--- src/rtl/serial_subtractor_pkg.sv ---
// Shared definitions for the bit-serial subtractor.
// Contents:
//   state_t : controller state encoding (IDLE, SHIFT, DONE).
package serial_subtractor_pkg;

  typedef enum logic [1:0] {
    IDLE  = 2'b00,
    SHIFT = 2'b01,
    DONE  = 2'b10
  } state_t;

endpackage

--- src/rtl/serial_subtractor_fs.sv ---
// Combinational 1-bit full-subtractor cell: diff = a - b - bin.
// Ports:
//   a    : minuend bit
//   b    : subtrahend bit
//   bin  : borrow in from the less significant bit
//   diff : difference bit
//   bout : borrow out to the more significant bit
module full_subtractor (
  input  logic a,
  input  logic b,
  input  logic bin,
  output logic diff,
  output logic bout
);

  assign diff = a ^ b ^ bin;
  // Borrow when b exceeds a outright, or when the bits match and a borrow
  // is already pending.
  assign bout = (~a & b) | (~(a ^ b) & bin);

endmodule

--- src/rtl/serial_subtractor.sv ---
// Bit-serial unsigned subtractor: diff_out = (a_in - b_in) mod 2^WIDTH,
// computed LSB first over WIDTH cycles through one full-subtractor cell.
// Ports:
//   clock      : system clock, rising edge
//   reset      : asynchronous active-high reset
//   start_in   : request, sampled only in IDLE or DONE
//   a_in, b_in : operands, captured on the accepted start edge
//   busy_out   : high while bits are being processed
//   done_out   : one-cycle completion pulse
//   diff_out   : registered difference, held until the next completion
//   borrow_out : registered final borrow (1 iff a_in < b_in)
module serial_subtractor
  import serial_subtractor_pkg::*;
#(
  parameter int WIDTH = 8
) (
  input  logic             clock,
  input  logic             reset,
  input  logic             start_in,
  input  logic [WIDTH-1:0] a_in,
  input  logic [WIDTH-1:0] b_in,
  output logic             busy_out,
  output logic             done_out,
  output logic [WIDTH-1:0] diff_out,
  output logic             borrow_out
);

  localparam int CNT_W = $clog2(WIDTH);
  localparam logic [CNT_W-1:0] LAST = CNT_W'(WIDTH - 1);

  state_t             state;
  state_t             state_nxt;
  logic [WIDTH-1:0]   op_a;
  logic [WIDTH-1:0]   op_b;
  // Holds the WIDTH-1 bits already produced; the final bit joins on the
  // last edge when the whole word is copied to diff_out.
  logic [WIDTH-2:0]   res;
  logic               brw;
  logic [CNT_W-1:0]   cnt;
  logic               cell_d;
  logic               cell_bout;
  logic               accept;
  logic               last_bit;

  full_subtractor u_cell (
    .a    (op_a[0]),
    .b    (op_b[0]),
    .bin  (brw),
    .diff (cell_d),
    .bout (cell_bout)
  );

  assign accept   = start_in && ((state == IDLE) || (state == DONE));
  assign last_bit = (state == SHIFT) && (cnt == LAST);

  always_ff @(posedge clock or posedge reset) begin
    if (reset) begin
      state <= IDLE;
    end else begin
      state <= state_nxt;
    end
  end

  always_comb begin
    state_nxt = state;
    busy_out  = 1'b0;
    done_out  = 1'b0;
    case (state)
      IDLE: begin
        if (start_in) state_nxt = SHIFT;
      end
      SHIFT: begin
        busy_out = 1'b1;
        if (cnt == LAST) state_nxt = DONE;
      end
      DONE: begin
        done_out  = 1'b1;
        state_nxt = start_in ? SHIFT : IDLE;
      end
      default: state_nxt = IDLE;
    endcase
  end

  always_ff @(posedge clock or posedge reset) begin
    if (reset) begin
      op_a       <= '0;
      op_b       <= '0;
      res        <= '0;
      brw        <= 1'b0;
      cnt        <= '0;
      diff_out   <= '0;
      borrow_out <= 1'b0;
    end else if (accept) begin
      op_a <= a_in;
      op_b <= b_in;
      res  <= '0;
      brw  <= 1'b0;
      cnt  <= '0;
    end else if (state == SHIFT) begin
      op_a <= op_a >> 1;
      op_b <= op_b >> 1;
      res  <= (WIDTH-1)'({cell_d, res} >> 1);
      brw  <= cell_bout;
      if (last_bit) begin
        cnt        <= '0;
        diff_out   <= {cell_d, res};
        borrow_out <= cell_bout;
      end else begin
        cnt <= cnt + CNT_W'(1);
      end
    end
  end

endmodule

--- config.mk ---
export PLATFORM = sky130hd
export DESIGN_NAME = serial_subtractor
export DESIGN_NICKNAME = d
export VERILOG_FILES = /design/src/rtl/serial_subtractor_pkg.sv /design/src/rtl/serial_subtractor_fs.sv /design/src/rtl/serial_subtractor.sv
export SDC_FILE = /design/constraint.sdc
export NUM_CORES = 1
export LEC_CHECK = 0
export ABC_AREA = 0
export CAP_MARGIN = 10
export CORE_MARGIN = 5
export CORE_UTILIZATION = 47
export DETAILED_ROUTE_END_ITERATION = 10
export HOLD_SLACK_MARGIN = 0.08
export PLACE_DENSITY = 0.85
export SETUP_SLACK_MARGIN = 0.1
export SLEW_MARGIN = 20
export SYNTH_ARGS = -nofsm -noshare
export SYNTH_HDL_FRONTEND = slang
export SYNTH_SLANG_ARGS = --single-unit
--- constraint.sdc ---
create_clock -name clock -period 1.4 [get_ports clock]
set_input_delay 0.21 -clock clock [delete_from_list [all_inputs] [get_ports clock]]
set_output_delay 0.21 -clock clock [all_outputs]
set_load 0.01 [all_outputs]
==> Word-level counts from Yosys, hierarchy flattened <==
Cells that the tools add are included.
{ "word_totals": {"regBits": 38, "in_bits": 19} }
{ "classes": {"addsub": 1, "n_eq_ne": 5, "muxes": 17, "bitwise": 8, "reduce_logical": 7} }
{ "ops": {"columns": ["operator", "count"], "rows": [
  ["two-way mux 8 bit", 4],
  ["two-way mux 7 bit", 2],
  ["two-way mux 3 bit", 3],
  ["one-hot mux 2 bit (3 select lines)", 1],
  ["two-way mux 1 bit", 5],
  ["two-way mux 2 bit", 2],
  ["inequality test 2 bit (second input constant)", 2],
  ["adder 3 x 1 -> 3 bit (second input constant)", 1],
  ["== test 3 bit (second input constant)", 1],
  ["NOT 1 bit", 3],
  ["AND reduction 3 bit", 1],
  ["AND 1 bit", 2],
  ["== test 2 x 1 -> 1 bit (second input constant)", 1],
  ["== test 2 bit (second input constant)", 1],
  ["logical AND 1 bit", 2],
  ["logical NOT 2 bit", 1],
  ["AND reduction 2 bit", 1],
  ["nonzero test 2 bit", 1],
  ["bitwise XOR 1 bit", 2],
  ["logical OR 1 bit", 1],
  ["bitwise OR 1 bit", 1]
]} }

==> Longest topological paths before layout <==
{ "depth": {"depth_word": 6, "ltp_mapped": 6, "mapped_depth_nobuf": 5} }

==> Modules after synthesis <==
From an unflattened synthesis, not the netlist that was laid out.
{ "hier_totals": {"hier_cells": 172, "hier_area_um2": 1939.4} }
{ "modules_own_cells": {"columns": ["module", "n_inst", "cells_each", "area_per_inst_um2", "seq_area_each_um2"], "rows": [
  ["serial_subtractor", 1, 168, 1908.1, 950.9],
  ["full_subtractor", 1, 4, 31.3, 0.0]
]} }

==> Worst setup path before layout <==
OpenSTA, ideal clock, no wires.
{ "synth_timing": {"kind": "register to register", "start": "register cnt[0]", "end": "register diff_out[0]", "arrival_time_ps": 1312, "required_ps": 1275, "setup_slack_ps": -37, "stages_incl_launch_ff": 6, "path_buffers": 1, "synth_period_minus_slack_ps": 1437, "cell_sequence": "dfrtp_1 > ha_1 > ha_1 > nand3b_4 > buf_6 > mux2_4"} }
{ "synth_between": {"elab_chain_len": 3} }
{ "synth_rtl": {"columns": ["element", "line", "text"], "rows": [
  ["start: declaration", "serial_subtractor.sv:39", "logic [CNT_W-1:0] cnt;"],
  ["start signal: assignment", "serial_subtractor.sv:109", "cnt <= cnt + CNT_W'(1);"],
  ["== test 3 bit", "serial_subtractor.sv:54", "assign last_bit = (state == SHIFT) && (cnt == LAST);"],
  ["logical AND 1 bit", "serial_subtractor.sv:54", null],
  ["AND reduction 3 bit (no source line)", null, null],
  ["end signal: assignment", "serial_subtractor.sv:106", "diff_out <= {cell_d, res};"],
  ["end: declaration", "serial_subtractor.sv:24", "output logic [WIDTH-1:0] diff_out,"]
]} }
Every way passes these cells.
A chain may end at the register's enable or synchronous reset.

==> Worst setup path after layout <==
{ "layout_timing": {"start": "register brw", "end": "register res[6]"} }
{ "layout_between": {"elab_chain_len": 3} }
{ "layout_rtl": {"columns": ["element", "line", "text"], "rows": [
  ["start: declaration", "serial_subtractor.sv:38", "logic brw;"],
  ["start signal: assignment", "serial_subtractor.sv:103", "brw <= cell_bout;"],
  ["bitwise XOR 1 bit", "serial_subtractor_fs.sv:16", "assign diff = a ^ b ^ bin;"],
  ["net cell_d", "serial_subtractor.sv:40", "logic cell_d;"],
  ["two-way mux 7 bit", "serial_subtractor.sv:99", "end else if (state == SHIFT) begin"],
  ["two-way mux 7 bit", "serial_subtractor.sv:93", "end else if (accept) begin"],
  ["end signal: assignment", "serial_subtractor.sv:102", "res <= (WIDTH-1)'({cell_d, res} >> 1);"],
  ["end: declaration", "serial_subtractor.sv:37", "logic [WIDTH-2:0] res;"]
]} }
The timed path passes the listed nets, and every way through them passes these cells. The select of a mux whose other input is x is not followed.

==> flow_summary.json <==
{
  "clk_pin_slew_ns": 0.08,
  "rsz0062_at_grt": "yes",
  "synthArstFlopShare_pct": 100.0,
  "syn_avg_cell_area_sq_um": 11.41,
  "reg2reg_slack_ns": -0.04,
  "initial_core_util_pct": 49.19,
  "antenna_found_initial": 0,
  "drc_errors": 0,
  "io_buffers": 29,
  "hold_path.class": "input port to asynchronous set/reset pin",
  "clockBufferDepth": 2,
  "grt_pass1_vias": 1397,
  "syn_to_final_growth_pct": 45.59,
  "worstPathMaxFanout": 2,
  "die_area_sq_um": 5203,
  "pre_cts_slack_ns": -0.03685,
  "placed_area_sq_um": 2235,
  "firstDrtPassIters": 4,
  "rows": 22,
  "fin_area_sq_um": 2641,
  "diodes": 0,
  "core_sq_um": 3689,
  "postSynthCellCount": 159,
  "synth_area_sq_um": 1814,
  "p_leak_nw": 1.204,
  "worst_clock_skew_ns": 0.007836,
  "fin_nets": 234,
  "finalPower_mw": 5.735,
  "synth-seq-cells": 38,
  "final_max_slew_viol_count": 0,
  "crit_path_end_kind": "register",
  "pwr-share-seq_pct": 35.6,
  "setup_violations": 2,
  "max_freq_ghz": 0.6934,
  "start_kind": "register",
  "violations": "setup timing",
  "max-cap-violations": 0,
  "via_per_inst": 5.627,
  "yosysSeqAreaShare_pct": 52.41,
  "powerDensity_nw_per_um2": 2171,
  "layout-drive-gt1-share_pct": 38.21,
  "grt_max_degree": 39,
  "cp_data_arrival_time_ns": 1.62,
  "synth-main-ff-cell": "dfrtp_1",
  "cts-root-buf": "clkbuf_8",
  "synth_cell_types": 33,
  "p_sw_share_pct": 36.80,
  "ys_warn_count": 0,
  "synth_nets": 181,
  "p_int_mw": 3.624,
  "required_ns": 1.58,
  "drt-total-wl_microns": 4819,
  "r2r_end": "res[6]",
  "synth_top_cell_by_area": "dfrtp_1",
  "pwr-share-clk_pct": 16.7,
  "io_pins": 30,
  "period_needed_ns": 1.442,
  "rr_worst_depth": 5,
  "drtIter0Drc": 49,
  "synth_area_leaders": "dfrtp_1, mux2_4, mux2_2",
  "num_vias": 1463,
  "dp_hpwl_microns": 2645,
  "synth_edf_count": 0,
  "grtUsageTotal_pct": 17.15,
  "power_frac_comb_pct": 47.7,
  "gp_congestion": 0.7671,
  "timing.rr.start": "brw",
  "cts_tree": "yes",
  "overflow": 0,
  "worstMarginPinSlew_ns": 0.2734,
  "hold_viol": 0,
  "crit_type": "register to register",
  "fin_hold_ws_ns": 0.2694,
  "p_sw_mw": 2.111,
  "min_period_over_period_pct": 103.0,
  "numCtsBuffers": 5,
  "htreeDepth": 2,
  "ir_worst_vdd_v": 0.001134,
  "synth_top_area_share_pct": 52.41,
  "relSlewSlack_pct": 81.62,
  "cts_sinks": 38,
  "ant_nets": 0,
  "postLayoutSetupSlackWorst_ns": -0.04211,
  "finalNonFillerCells": 260,
  "insertion_delay_ns": 0.29,
  "status": "finished, violations left",
  "die_h_microns": 72.13,
  "place_inst": 241,
  "wl_per_cell_microns": 18.53,
  "die_x_microns": 72.13,
  "grt_first_pass_wirelength_microns": 6913
}
-- worst max path at each step --
stage	startpoint	cells past startpoint	end	slack, ns
finish	brw	5	res[6]	-0.04
global placement	start_in	6	cnt[0]	0.007
floorplan	cnt[0]	5	diff_out[0]	0.06
global route	brw	5	res[6]	-0.09
detailed placement	start_in	6	cnt[2]	-0.04
CTS	state[1]	3	busy_out	0.0002
-- metal layers --
metal | global-route usage (%) | share of wire [%] | up-vias | wire length, microns
met1 | 23.71 | 42 | 728 | 2007
met5 | 0 | 0 | - | 0
li1 | - | - | 673 | -
met2 | 26.59 | 50 | 55 | 2411
met3 | 3.601 | 6.4 | 7 | 307
met4 | 6.263 | 2.0 | 0 | 94
-- registers in the layout (all words and copies together), names as in the netlist --
name,count
brw,1
op_b,8
cnt,3
op_a,8
state,2
borrow_out,1
diff_out,8
res,7
-- placed cells by master (no fill, tap or decap), drive strengths merged --
master         netlist  layout
mux2                15      15
o21ai               10      10
o2bb2ai              1       1
or4b                 1       1
nand2                9       9
nand2b               8       8
a22o                 3       3
dfrtp               38      38
and3b                1       1
dlygate4sd2          0       9
ha                   2       2
a221o                2       2
and2b                1       1
nor2                13      13
o22ai               10      10
fa                   1       1
clkbuf               0       8
a211oi               2       2
nor2b                3       3
nor3                10      10
nand3b               3       4
buf                 11      27
a21oi                2       2
mux2i                4       4
and2                 1       1
inv                  5       5
clkdlybuf4s50        0      18
nand3                2       2
bufinv               0       1
o31ai                1       1
-- kinds of logic (layout without fill, tap and decap cells) --
logic type	count (synthesis)	count (layout)	synth area share [%]
simple gates	52	53	15.79
flops	38	38	52.41
compound gates	31	31	11.03
mux	19	19	12.97
buf+inv	16	68	5.310
fa+ha+maj	3	3	2.483
-- critical path: stages (launching register included) --
cell	delay, ns
dfrtp_1	0.37
inv_2	0.06
fa_1	0.49
mux2_4	0.28
nand2_2	0.07
o21ai_2	0.06
-- timing repair --
action | 4_1_cts | 5_1_grt
setup endpoints to repair | 38 | 29
gates cloned | 1 | 1
resized for setup | 24 | 39
buffers inserted | 7 | 3
pin swaps | 3 | 4
hold buffers | 0 | 0
-- cells in the mapped netlist (2+ instances only) --
| cell type | n |
|---|---|
| ha_1 | 2 |
| mux2_4 | 7 |
| nor3_1 | 10 |
| nor2_1 | 13 |
| dfrtp_1 | 38 |
| a21oi_1 | 2 |
| inv_1 | 4 |
| mux2i_1 | 4 |
| nor2b_1 | 3 |
| nand2_1 | 9 |
| buf_4 | 4 |
| a221o_1 | 2 |
| buf_6 | 2 |
| nand3_1 | 2 |
| o21ai_0 | 9 |
| o22ai_1 | 10 |
| buf_2 | 5 |
| mux2_2 | 8 |
| nand2b_1 | 7 |
| nand3b_1 | 2 |
| a22o_1 | 3 |
| a211oi_1 | 2 |
-- per-stage QoR --
step / setup TNS [ns] / util, %
floorplan: 0 / -
global placement: 0 / 60.58
detailed placement: -0.1350 / 60.58
CTS: 0 / 66.32
global route: -0.1509 / 71.61
finish: -0.04688 / 71.61
-- power groups by stage --
stage / Combinational, mW / Clock, mW / Sequential (mW)
floorplan: 1.41 / 0 / 1.92
global placement: 2.03 / 0 / 1.93
detailed placement: 2.11 / 0 / 1.96
CTS: 2.23 / 0.953 / 1.95
global route: 2.96 / 1.01 / 2.10
finish: 2.73 / 0.957 / 2.04
-- area by class of cell --
type | count | area (sq um)
Timing Repair Buffer | 56 | 541.8
Clock inverter | 1 | 30.03
Tap cell | 48 | 60.06
Fill cell | 243 | 1047
Sequential cell | 38 | 952.2
Inverter | 5 | 18.77
Clock buffer | 6 | 82.58
Multi-Input combinational cell | 106 | 955.9
Note: power is estimated with default switching activity, not from simulation.
